File: src/rtl/profcounter_pkg.sv
// ----------------------------------------------------------------------------
// profcounter_pkg : shared FSM encoding, AXI codes and helpers for the
//                   profiling-counter log flush path.   Rev 1.0
// ----------------------------------------------------------------------------
`default_nettype none

package profcounter_pkg;

  localparam logic [1:0] S_IDLE  = 2'd0;
  localparam logic [1:0] S_ISSUE = 2'd1;
  localparam logic [1:0] S_RESP  = 2'd2;
  localparam logic [1:0] S_DONE  = 2'd3;

  localparam logic [1:0] AXI_RESP_OKAY = 2'b00;

  localparam int LOG_WORD_BYTES = 4;

  typedef struct packed {
    logic [63:0] addr;
    logic [31:0] data;
  } log_word_t;

  // Byte address of log word idx; wraps modulo 2^64 by construction.
  function automatic logic [63:0] word_addr(input logic [63:0] base,
                                            input logic [63:0] idx);
    return base + (idx * 64'(LOG_WORD_BYTES));
  endfunction

endpackage

`default_nettype wire

File: src/rtl/log_flush_sequencer_if.sv
// ----------------------------------------------------------------------------
// log_flush_sequencer_if : AXI4 write-channel subset used by the log flush
//                          master (AW, W, B only).   Rev 1.0
// ----------------------------------------------------------------------------
`default_nettype none

interface log_flush_sequencer_if;

  logic [63:0] axiAWADDR;
  logic        axiAWVALID;
  logic        axiAWREADY;
  logic [31:0] axiWDATA;
  logic [3:0]  axiWSTRB;
  logic        axiWVALID;
  logic        axiWREADY;
  logic [1:0]  axiBRESP;
  logic        axiBVALID;
  logic        axiBREADY;

  modport master (
    output axiAWADDR, axiAWVALID,
    input  axiAWREADY,
    output axiWDATA, axiWSTRB, axiWVALID,
    input  axiWREADY,
    input  axiBRESP, axiBVALID,
    output axiBREADY
  );

  modport slave (
    input  axiAWADDR, axiAWVALID,
    output axiAWREADY,
    input  axiWDATA, axiWSTRB, axiWVALID,
    output axiWREADY,
    output axiBRESP, axiBVALID,
    input  axiBREADY
  );

endinterface

`default_nettype wire

File: src/rtl/log_flush_sequencer_axi_single_write.sv
// ----------------------------------------------------------------------------
// axi_single_write : issues one single-beat AW+W write and waits for its B
//                    response, tracking each channel handshake separately. Rev 1.0
// ----------------------------------------------------------------------------
`default_nettype none

module axi_single_write
  import profcounter_pkg::*;
(
  input  logic      clk,
  input  logic      rst,
  input  logic      go_i,
  input  log_word_t word_i,
  output logic      issued_o,
  output logic      resp_o,
  output logic      resp_err_o,
  log_flush_sequencer_if.master axi
);

  logic      awvalid_q;
  logic      wvalid_q;
  logic      issuing_q;
  logic      bwait_q;
  log_word_t word_q;

  logic aw_ok;
  logic w_ok;

  // A channel counts as complete once its handshake has happened or is happening now.
  assign aw_ok      = ~awvalid_q | axi.axiAWREADY;
  assign w_ok       = ~wvalid_q  | axi.axiWREADY;
  assign issued_o   = issuing_q & aw_ok & w_ok;
  assign resp_o     = bwait_q & axi.axiBVALID;
  assign resp_err_o = resp_o & (axi.axiBRESP != AXI_RESP_OKAY);

  assign axi.axiAWADDR  = word_q.addr;
  assign axi.axiAWVALID = awvalid_q;
  assign axi.axiWDATA   = word_q.data;
  assign axi.axiWSTRB   = 4'hF;
  assign axi.axiWVALID  = wvalid_q;
  assign axi.axiBREADY  = bwait_q;

  always_ff @(posedge clk or posedge rst) begin
    if (rst) begin
      awvalid_q <= 1'b0;
      wvalid_q  <= 1'b0;
      issuing_q <= 1'b0;
      bwait_q   <= 1'b0;
      word_q    <= '0;
    end else begin
      if (go_i) begin
        awvalid_q <= 1'b1;
        wvalid_q  <= 1'b1;
        issuing_q <= 1'b1;
        word_q    <= word_i;
      end else if (issuing_q) begin
        if (axi.axiAWREADY) awvalid_q <= 1'b0;
        if (axi.axiWREADY)  wvalid_q  <= 1'b0;
        if (issued_o) begin
          issuing_q <= 1'b0;
          bwait_q   <= 1'b1;
        end
      end
      if (resp_o) bwait_q <= 1'b0;
    end
  end

endmodule

`default_nettype wire

File: src/rtl/log_flush_sequencer.sv
// ----------------------------------------------------------------------------
// log_flush_sequencer : on each start, freezes the profiling counters, writes
//                       them to the log buffer over AXI, then clears them. Rev 1.0
// ----------------------------------------------------------------------------
`default_nettype none

module log_flush_sequencer
  import profcounter_pkg::*;
#(
  parameter int NUM_COUNTERS = 8,
  parameter int IDX_WIDTH    = 3
) (
  input  logic                      clk,
  input  logic                      rst,
  input  logic                      start,
  input  logic [63:0]               offset,
  output logic                      done,
  output logic                      ready,
  output logic                      idle,
  input  logic [32*NUM_COUNTERS-1:0] cntVal,
  output logic                      cntFreeze,
  output logic                      cntClear,
  output logic                      err,
  log_flush_sequencer_if.master     axi
);

  localparam logic [IDX_WIDTH-1:0] LAST_IDX = IDX_WIDTH'(NUM_COUNTERS - 1);

  logic [1:0]           state_q, state_d;
  logic [IDX_WIDTH-1:0] idx_q, idx_d;
  logic [63:0]          base_q, base_d;
  logic                 err_q, err_d;

  logic      go;
  logic      issued;
  logic      resp;
  logic      resp_err;
  logic      accept;
  logic [31:0] word_data;
  log_word_t word;

  assign accept = (state_q == S_IDLE) & start;

  always_comb begin
    state_d = state_q;
    idx_d   = idx_q;
    base_d  = base_q;
    err_d   = err_q;
    go      = 1'b0;
    case (state_q)
      S_IDLE: begin
        if (start) begin
          base_d  = offset;
          idx_d   = '0;
          err_d   = 1'b0;
          go      = 1'b1;
          state_d = S_ISSUE;
        end
      end
      S_ISSUE: begin
        if (issued) state_d = S_RESP;
      end
      S_RESP: begin
        if (resp) begin
          if (resp_err) err_d = 1'b1;
          if (idx_q == LAST_IDX) begin
            state_d = S_DONE;
          end else begin
            idx_d   = idx_q + IDX_WIDTH'(1);
            go      = 1'b1;
            state_d = S_ISSUE;
          end
        end
      end
      default: state_d = S_IDLE;
    endcase
  end

  // The word is built from the next-state index so it is captured on the
  // same edge that enters S_ISSUE and then held by the write engine.
  always_comb begin
    word_data = '0;
    for (int i = 0; i < NUM_COUNTERS; i++) begin
      if (idx_d == IDX_WIDTH'(i)) word_data = cntVal[32*i +: 32];
    end
  end

  always_comb begin
    word      = '0;
    word.addr = word_addr(base_d, 64'(idx_d));
    word.data = word_data;
  end

  always_ff @(posedge clk or posedge rst) begin
    if (rst) begin
      state_q <= S_IDLE;
      idx_q   <= '0;
      base_q  <= '0;
      err_q   <= 1'b0;
    end else begin
      state_q <= state_d;
      idx_q   <= idx_d;
      base_q  <= base_d;
      err_q   <= err_d;
    end
  end

  axi_single_write u_wr (
    .clk        (clk),
    .rst        (rst),
    .go_i       (go),
    .word_i     (word),
    .issued_o   (issued),
    .resp_o     (resp),
    .resp_err_o (resp_err),
    .axi        (axi)
  );

  assign idle      = (state_q == S_IDLE);
  assign ready     = accept;
  assign done      = (state_q == S_DONE);
  assign cntClear  = (state_q == S_DONE);
  assign cntFreeze = (state_q == S_ISSUE) | (state_q == S_RESP);
  assign err       = err_q;

endmodule

`default_nettype wire

File: src/flat_wrapper.sv
// flat-port wrapper written by rule: the top's interface ports become plain ports
module log_flush_sequencer_flat import profcounter_pkg::*;
#(
  parameter int NUM_COUNTERS = 8,
  parameter int IDX_WIDTH    = 3
)
  (clk, rst, start, offset, done, ready, idle, cntVal, cntFreeze, cntClear, err, axi_axiAWADDR, axi_axiAWVALID, axi_axiAWREADY, axi_axiWDATA, axi_axiWSTRB, axi_axiWVALID, axi_axiWREADY, axi_axiBRESP, axi_axiBVALID, axi_axiBREADY);
  log_flush_sequencer_if axi_i ();
  input  logic clk;
  input  logic rst;
  input  logic start;
  input  logic [63:0] offset;
  output logic done;
  output logic ready;
  output logic idle;
  input  logic [32*NUM_COUNTERS-1:0] cntVal;
  output logic cntFreeze;
  output logic cntClear;
  output logic err;
  output wire logic [$bits(axi_i.axiAWADDR)-1:0] axi_axiAWADDR;
  output wire logic [$bits(axi_i.axiAWVALID)-1:0] axi_axiAWVALID;
  input wire logic [$bits(axi_i.axiAWREADY)-1:0] axi_axiAWREADY;
  output wire logic [$bits(axi_i.axiWDATA)-1:0] axi_axiWDATA;
  output wire logic [$bits(axi_i.axiWSTRB)-1:0] axi_axiWSTRB;
  output wire logic [$bits(axi_i.axiWVALID)-1:0] axi_axiWVALID;
  input wire logic [$bits(axi_i.axiWREADY)-1:0] axi_axiWREADY;
  input wire logic [$bits(axi_i.axiBRESP)-1:0] axi_axiBRESP;
  input wire logic [$bits(axi_i.axiBVALID)-1:0] axi_axiBVALID;
  output wire logic [$bits(axi_i.axiBREADY)-1:0] axi_axiBREADY;
  assign axi_axiAWADDR = axi_i.axiAWADDR;
  assign axi_axiAWVALID = axi_i.axiAWVALID;
  assign axi_i.axiAWREADY = axi_axiAWREADY;
  assign axi_axiWDATA = axi_i.axiWDATA;
  assign axi_axiWSTRB = axi_i.axiWSTRB;
  assign axi_axiWVALID = axi_i.axiWVALID;
  assign axi_i.axiWREADY = axi_axiWREADY;
  assign axi_i.axiBRESP = axi_axiBRESP;
  assign axi_i.axiBVALID = axi_axiBVALID;
  assign axi_axiBREADY = axi_i.axiBREADY;
  log_flush_sequencer #(.NUM_COUNTERS(NUM_COUNTERS), .IDX_WIDTH(IDX_WIDTH)) u_core (.clk(clk), .rst(rst), .start(start), .offset(offset), .done(done), .ready(ready), .idle(idle), .cntVal(cntVal), .cntFreeze(cntFreeze), .cntClear(cntClear), .err(err), .axi(axi_i));
endmodule
File: config.mk
export PLATFORM = sky130hd
export DESIGN_NAME = log_flush_sequencer_flat
export DESIGN_NICKNAME = d
export VERILOG_FILES = /design/src/rtl/profcounter_pkg.sv /design/src/rtl/log_flush_sequencer_if.sv /design/src/rtl/log_flush_sequencer_axi_single_write.sv /design/src/rtl/log_flush_sequencer.sv /design/src/flat_wrapper.sv
export SDC_FILE = /design/constraint.sdc
export NUM_CORES = 1
export LEC_CHECK = 0
export BUFFER_PORTS_ARGS = -buffer_cell sky130_fd_sc_hd__buf_2
export CORE_AREA = 2 2 168 170
export CTS_CLUSTER_SIZE = 28
export DETAILED_ROUTE_END_ITERATION = 7
export DIE_AREA = 0 0 170 172
export MAX_ROUTING_LAYER = met4
export PLACE_DENSITY = 0.74
export SETUP_SLACK_MARGIN = 0.02
export SYNTH_ARGS = -nofsm -noshare
export SYNTH_HDL_FRONTEND = slang
export SYNTH_HIERARCHICAL = 1
export SYNTH_SLANG_ARGS = --single-unit
export TNS_END_PERCENT = 10
File: constraint.sdc
create_clock -name clk -period 6.1 [get_ports clk]
set_input_delay 1.525 -clock clk [delete_from_list [all_inputs] [get_ports clk]]
set_output_delay 1.525 -clock clk [all_outputs]
set_load 0.1 [all_outputs]
==> impl_results.md, run 1 <==
- Status: finished, final reports clean
- Post CTS Setup Buffer Count: 0
- # IOs: 437
- Total CTS buffers: 17
- Global route overflow: 0
- Routed WL: 41.6 mm
- Share of layout cells above drive strength 1: 0.424
- Most common cell after layout, fill and taps aside: buf_2
- WP buf/inv: 2
- 1st-iter DRT viols: 796
- Synth Area per Inst: 10.1 um^2
- Clock skew: 0.0168 ns
- Post-Route Setup TNS: 0 ns
- Grt met1 use: 0.360
- Clock-pin slew on the worst setup and hold paths: 0.08 ns
- Final setup fails: 0
- Top cells by area, synth: dfrtp_1, mux2_2, mux2i_1
- Synth Cell Area: 0.0107 mm^2
- Pwr/cell area: 179 mW/mm^2
- Initial antenna violation count: 11
- Detail Route Antenna Nets: 0
- Hold-fix buffers at CTS: 0
- Die area: 0.0292 mm^2
- Sequential area share after synthesis: 0.396
- TritonCTS Sinks: 170
- Crit. End Element: flop
- Hold Fails Final Rpt: 0
- Footprint of the multi-input gates: 0.00586 mm^2
- DRC: 0
- Dominant synthesized flop cell: dfrtp_1
- Tightest Pin Transition: 1.11 ns
- Slowest cell on crit path: or4_1
- DR WL/cell: 22.8 um
- Compound-Gate Fraction of Synth Area: 0.107
- Drt pass-1 iters: 5
- Met2 Usage GRT: 0.468
- PortBufs: 432
- H-tree depth: 4
- Final Worst Setup Slack: 1.14 ns
- Clk Latency, worst-skew pair: 0.43 ns
- Ys Warns: 6
- Nets: 1795
- Met3 global-route usage: 0.0666
- Final core utilization: 0.495
- Number of synthesized flops with an enable pin: 0
- Final Slew Violations: 0
- Vert. Die Dim: 172 um
- Core Box Area: 0.0275 mm^2
- Die span in x: 170 um
- Min cycle time layout: 4.96 ns
- Vias in the first global route: 10100
- Yosys reg bits: 170
- Fill cells: 2574
- Post-synth ARST share: 1.00
- Post-Synth XOR/XNOR Area: 0.0497
- CTS Buffer Depth: 2
- Kind of critical path: in -> reg
- Cells after Synth: 1067
- Worst endpoint required time: 6.41 ns
- Post-synthesis adder-cell area fraction: 0.0112
- Area delta synth->final: 26.7%
- Max_slew headroom: 0.262
- Unique masters post-synth: 67
- Simple-Gate Fraction of Synth Area: 0.160
- Register area: 0.00425 mm^2
- Leakage power of the design: 0.00700 uW
- # rows: 61
- Post-synthesis mux area share: 0.212
- Top-area cell type share of the netlist area: 0.396
- Cts repair resizes: 0
- Area leader, netlist: dfrtp_1
- Worst path arrival time: 5.27 ns
- Root Buffer: clkbuf_16
- Largest family of logic cells by synthesized area: multiplexers
- Initial core utilization: 0.391
- Global-route wire length before repair: 61.2 mm
- Worst Setup Slack post-DPL: 0.735 ns
- Peak supply drop: 0.160 mV
- Vias per Instance: 5.53
- Fin crit share: 0.813
- Slowest Stage Delay on Critical Path: 0.46 ns
- Critical-path cell list: buf_2 -> and2_1 -> a21boi_0 -> mux2_2 -> a22oi_2 -> inv_2 -> ha_1 -> nand3_1 -> nand2_1 -> and3_1 -> nand3_1 -> or4_1 -> xnor2_1 -> mux2_2
- Dpl hpwl: 31.4 mm
- Largest delay share family, worst path: simple AND/OR/NAND/NOR gates
- Tightest Hold Check Type: reg -> reg
- TritonCTS clock tree: built
- Fmax: 202 MHz
- Global-route usage over all layers: 0.289
- Startpoint Class: input pin
- Critical path peak fanout: 29
- Max Cap Viol: 0
- Largest net degree at the start of global routing: 71
- Most Used Layer, Global Route: met2
- DR vias: 10100
- Commonest non-fill, non-tap cells in the layout: buf_2, nand2_1, dfrtp_1, mux2i_1, mux2_2
- Unrepaired setup endpoints after global routing: no
- RePlAce Congestion: 0.952
[through the flow]
step	cells	hold slack, ns	instance area (um^2)	total power (uW)
4_1_cts	1817	0.481	13600	2460
3_5_place_dp	1785	0.462	13000	1360
2_1_floorplan	1070	0.436	10800	1220
5_1_grt	1828	0.517	13600	2520
6_report	1829	0.482	13600	2430
3_3_place_gp	1785	0.449	13000	1350
[logic make-up (layout without fill, tap and decap cells)]
logic type	count (synthesis)	count (layout)
buffers and inverters	119	520
AND/OR/NAND/NOR	349	349
other	1	16
adder cells (fa/ha/maj)	9	9
flip-flops	170	170
AO/OA/AOI/OAI	147	147
multiplexers	211	211
XOR/XNOR	61	61
[cell type report]
| cell class | instances | area share |
|---|---|---|
| Antenna cell | 12 | 0.00221 |
| Clock buffer | 19 | 0.0333 |
| Clock inverter | 13 | 0.0109 |
| Inverter | 42 | 0.0125 |
| Multi-Input combinational cell | 781 | 0.430 |
| Sequential cell | 170 | 0.313 |
| Tap cell | 346 | 0.0318 |
| Timing Repair Buffer | 446 | 0.167 |
[power breakdown]
| part | total (uW) | switching, uW | internal (uW) | leakage, uW |
|---|---|---|---|---|
| combinational | 210 | 110 | 99.6 | 0.00434 |
| sequential | 1130 | 0.00000000000000891 | 1130 | 0.00237 |
| clock | 1090 | 523 | 572 | 0.000288 |
| total | 2430 | 633 | 1800 | 0.00700 |
[worst paths after layout]
check / start / end / slack [ns] / cells after the start
setup / recovery: axi_axiBVALID / u_core/u_wr/axi.axiAWADDR[23] / 1.14 / 14
hold / removal: u_core/base_q[0] / u_core/base_q[0] / 0.48 / 2
setup reg to reg: u_core/state_q[0] / u_core/u_wr/axi.axiAWADDR[53] / 1.66 / 11
hold reg to reg: u_core/base_q[0] / u_core/base_q[0] / 0.48 / 2
max in group asynchronous: rst / u_core/u_wr/axi.axiAWADDR[53] / 3.67 / 3
min in group asynchronous: rst / u_core/u_wr/axi.axiAWADDR[12] / 1.27 / 2
[synth_stat cells, drive strengths merged (8+ instances only)]
| cell | n |
|---|---|
| nand2 | 201 |
| o21ai | 17 |
| nor4 | 10 |
| a221o | 23 |
| dfrtp | 170 |
| buf | 49 |
| nand4 | 36 |
| o22a | 24 |
| and4 | 8 |
| mux2 | 103 |
| xor2 | 16 |
| o22ai | 10 |
| inv | 42 |
| nor2 | 16 |
| a31oi | 8 |
| and3 | 11 |
| ha | 8 |
| a21oi | 29 |
| mux2i | 106 |
| xnor2 | 45 |
| clkbuf | 28 |
| nor3 | 16 |
| nand3 | 33 |
[registers in the layout (all words and copies together) (netlist names)]
name                        flops
u_core/base_q                  64
u_core/u_wr/axi.axiAWADDR      64
u_core/u_wr/axi.axiWDATA       32
u_core/idx_q                    3
u_core/state_q                  2
u_core/err                      1
u_core/u_wr/axi.axiAWVALID      1
u_core/u_wr/axi.axiBREADY       1
u_core/u_wr/axi.axiWVALID       1
u_core/u_wr/issuing_q           1
[worst register-to-register path, cell delays in order, from the launching register on]
cell	delay [ns]
dfrtp_1	0.42
inv_1	0.13
ha_1	0.40
nand2_8	0.30
inv_8	0.33
buf_4	0.57
mux2i_1	0.35
a211oi_2	0.38
nand3_1	0.53
nor4_1	0.52
xor2_1	0.12
mux2_2	0.27
[layer usage]
layer,wire length [um],vias to the layer above
li1,-,4609
met1,17600,4962
met2,19600,480
met3,3370,66
met4,1060,0
met5,0,-
(Power assumes the default switching activity.)
==> run 2: changes to the inputs <==
- clock period: 6.1 -> 4.9 ns (I/O delays scaled with it)
==> impl_results.md, run 2 (synthesis gave the netlist of run 1 again) <==
- Post CTS Setup Buffer Count: 0
- Status: finished, final reports clean
- Worst Hold Margin: 0.480 ns
- Cts repair resizes: 0
- Total CTS buffers: 17
- Post-Route M1 WL: 16.0 mm
- Share of layout cells above drive strength 1: 0.427
- Dpl hpwl: 30.1 mm
- Fmax: 233 MHz
- RePlAce Congestion: 1.00
- Placed cell count: 1791
- Leakage power of the design: 0.00703 uW
- DRC: 0
- Post-Route Setup TNS: 0 ns
- Kind of critical path: in -> reg
- Hold-fix buffers at CTS: 0
- Final setup fails: 0
- Global-route wire length before repair: 58.7 mm
- Peak supply drop: 0.173 mV
- Worst hold start: u_core/base_q[0]
- Nets: 1801
- Clk Latency, worst-skew pair: 0.43 ns
- WL met2: 18.9 mm
- Drt pass-1 iters: 5
- Hold Fails Final Rpt: 0
- Root Buffer: clkbuf_16
- Tightest Hold Check Type: reg -> reg
- Commonest non-fill, non-tap cells in the layout: buf_2, nand2_1, dfrtp_1, mux2i_1, mux2_2
- Crit. End Element: flop
- Vias per Instance: 5.48
- H-tree depth: 4
- TritonCTS clock tree: built
- # IOs: 437
- Core Box Area: 0.0275 mm^2
- Max_slew headroom: 0.259
- Most common cell after layout, fill and taps aside: buf_2
- Routed WL: 39.6 mm
- Final std cells w/o fill: 1840
- Unrepaired setup endpoints after global routing: no
- Final core utilization: 0.498
- Startpoint Class: input pin
- Top routing layer used: met4
- CTS Buffer Depth: 2
- Fin crit share: 0.875
- Initial antenna violation count: 16
- Routed length on met3: 3.53 mm
- Tightest Pin Transition: 1.11 ns
- Detail Route Antenna Nets: 0
- Final Slew Violations: 0
- TritonCTS Sinks: 170
- Reg-to-reg startpoint: u_core/state_q[0]
- Worst R2R Setup Slack: 0.83 ns
- 1st-iter DRT viols: 742
- Critical path peak fanout: 7
- Reg2reg path depth: 16
- Area delta synth->final: 27.4%
- # rows: 61
- PortBufs: 432
- Global-route usage over all layers: 0.274
- DR WL/cell: 21.5 um
- Hold path depth: 2
- Vert. Die Dim: 172 um
- Vias in the first global route: 10000
- Max Cap Viol: 0
- Tot Pwr: 3030 uW
- Die span in x: 170 um
- Clock-pin slew on the worst setup and hold paths: 0.08 ns
- DR vias: 10100
- Hold path endpoint: u_core/base_q[0]
- Initial core utilization: 0.391
- Pwr/cell area: 222 mW/mm^2
- Reg-to-reg endpoint: u_core/u_wr/axi.axiAWADDR[54]
- Die area: 0.0292 mm^2
- Clock skew: 0.0139 ns
- Worst endpoint required time: 5.21 ns
- Global route overflow: 0
- Largest net degree at the start of global routing: 78
- Worst path arrival time: 4.60 ns
- Min cycle time layout: 4.29 ns
-- run 2: cell count changes in the layout (fill, tap and decap cells not counted), sizes merged --
cell	change
buf	+6
clkbuf	-1
clkinv	+2
diode	+5
inv	-1
-- run 2: cell type report --
cell class	count	area [um^2]
antenna	17	42.5
multi-input combinational	781	5860
timing repair buffer	452	2340
clock inverter	14	155
fill	2557	13800
inverter	42	170
clock buffer	18	439
sequential	170	4250
tap	346	433
-- run 2: power by group --
| part | leakage, uW | total (uW) | switching [uW] | internal (uW) |
|---|---|---|---|---|
| Combinational | 0.00437 | 259 | 135 | 125 |
| Sequential | 0.00237 | 1400 | 0.0000000000000114 | 1400 |
| Clock | 0.000284 | 1370 | 675 | 697 |
| Total | 0.00703 | 3030 | 810 | 2220 |
-- run 2: through the flow --
step                      setup slack [ns]  instance area (um^2)
final                                0.614                 13700
after global routing                 0.401                 13700
after CTS                            0.650                 13600
after detailed placement             0.203                 13100
after global placement               0.224                 13100
after floorplan                     0.0340                 10800
-- run 2: worst max-delay path, stage by stage --
cell and delay [ns]:
buf_2 0.08, and2_1 0.14, a21boi_0 0.30, xor2_1 0.20
a22oi_2 0.10, inv_4 0.08, ha_1 0.15, inv_1 0.05
fa_1 0.40, nor2b_1 0.13, o22a_1 0.19, nand2_1 0.10
or4_4 0.61, buf_4 0.23, nor3_2 0.22, xnor2_1 0.10
mux2_2 0.27
-- run 2: layer usage --
metal	track usage	vias up
met5	-	-
met4	0.0922	0
met3	0.0691	69
met2	0.450	466
met1	0.333	4933
li1	-	4624
-- run 2: worst max-delay path by stage --
| stage | startpoint | end | slack [ns] | cells past startpoint |
|---|---|---|---|---|
| after global routing | axi_axiBVALID | u_core/u_wr/axi.axiAWADDR[54] | 0.40 | 17 |
| after CTS | axi_axiBVALID | u_core/u_wr/axi.axiAWADDR[54] | 0.65 | 17 |
| final | axi_axiBVALID | u_core/u_wr/axi.axiAWADDR[54] | 0.61 | 17 |
| after global placement | axi_axiBVALID | u_core/u_wr/axi.axiWDATA[11] | 0.22 | 12 |
| after detailed placement | axi_axiBVALID | u_core/u_wr/axi.axiWDATA[11] | 0.20 | 12 |
| after floorplan | start | u_core/u_wr/axi.axiAWADDR[56] | 0.03 | 20 |
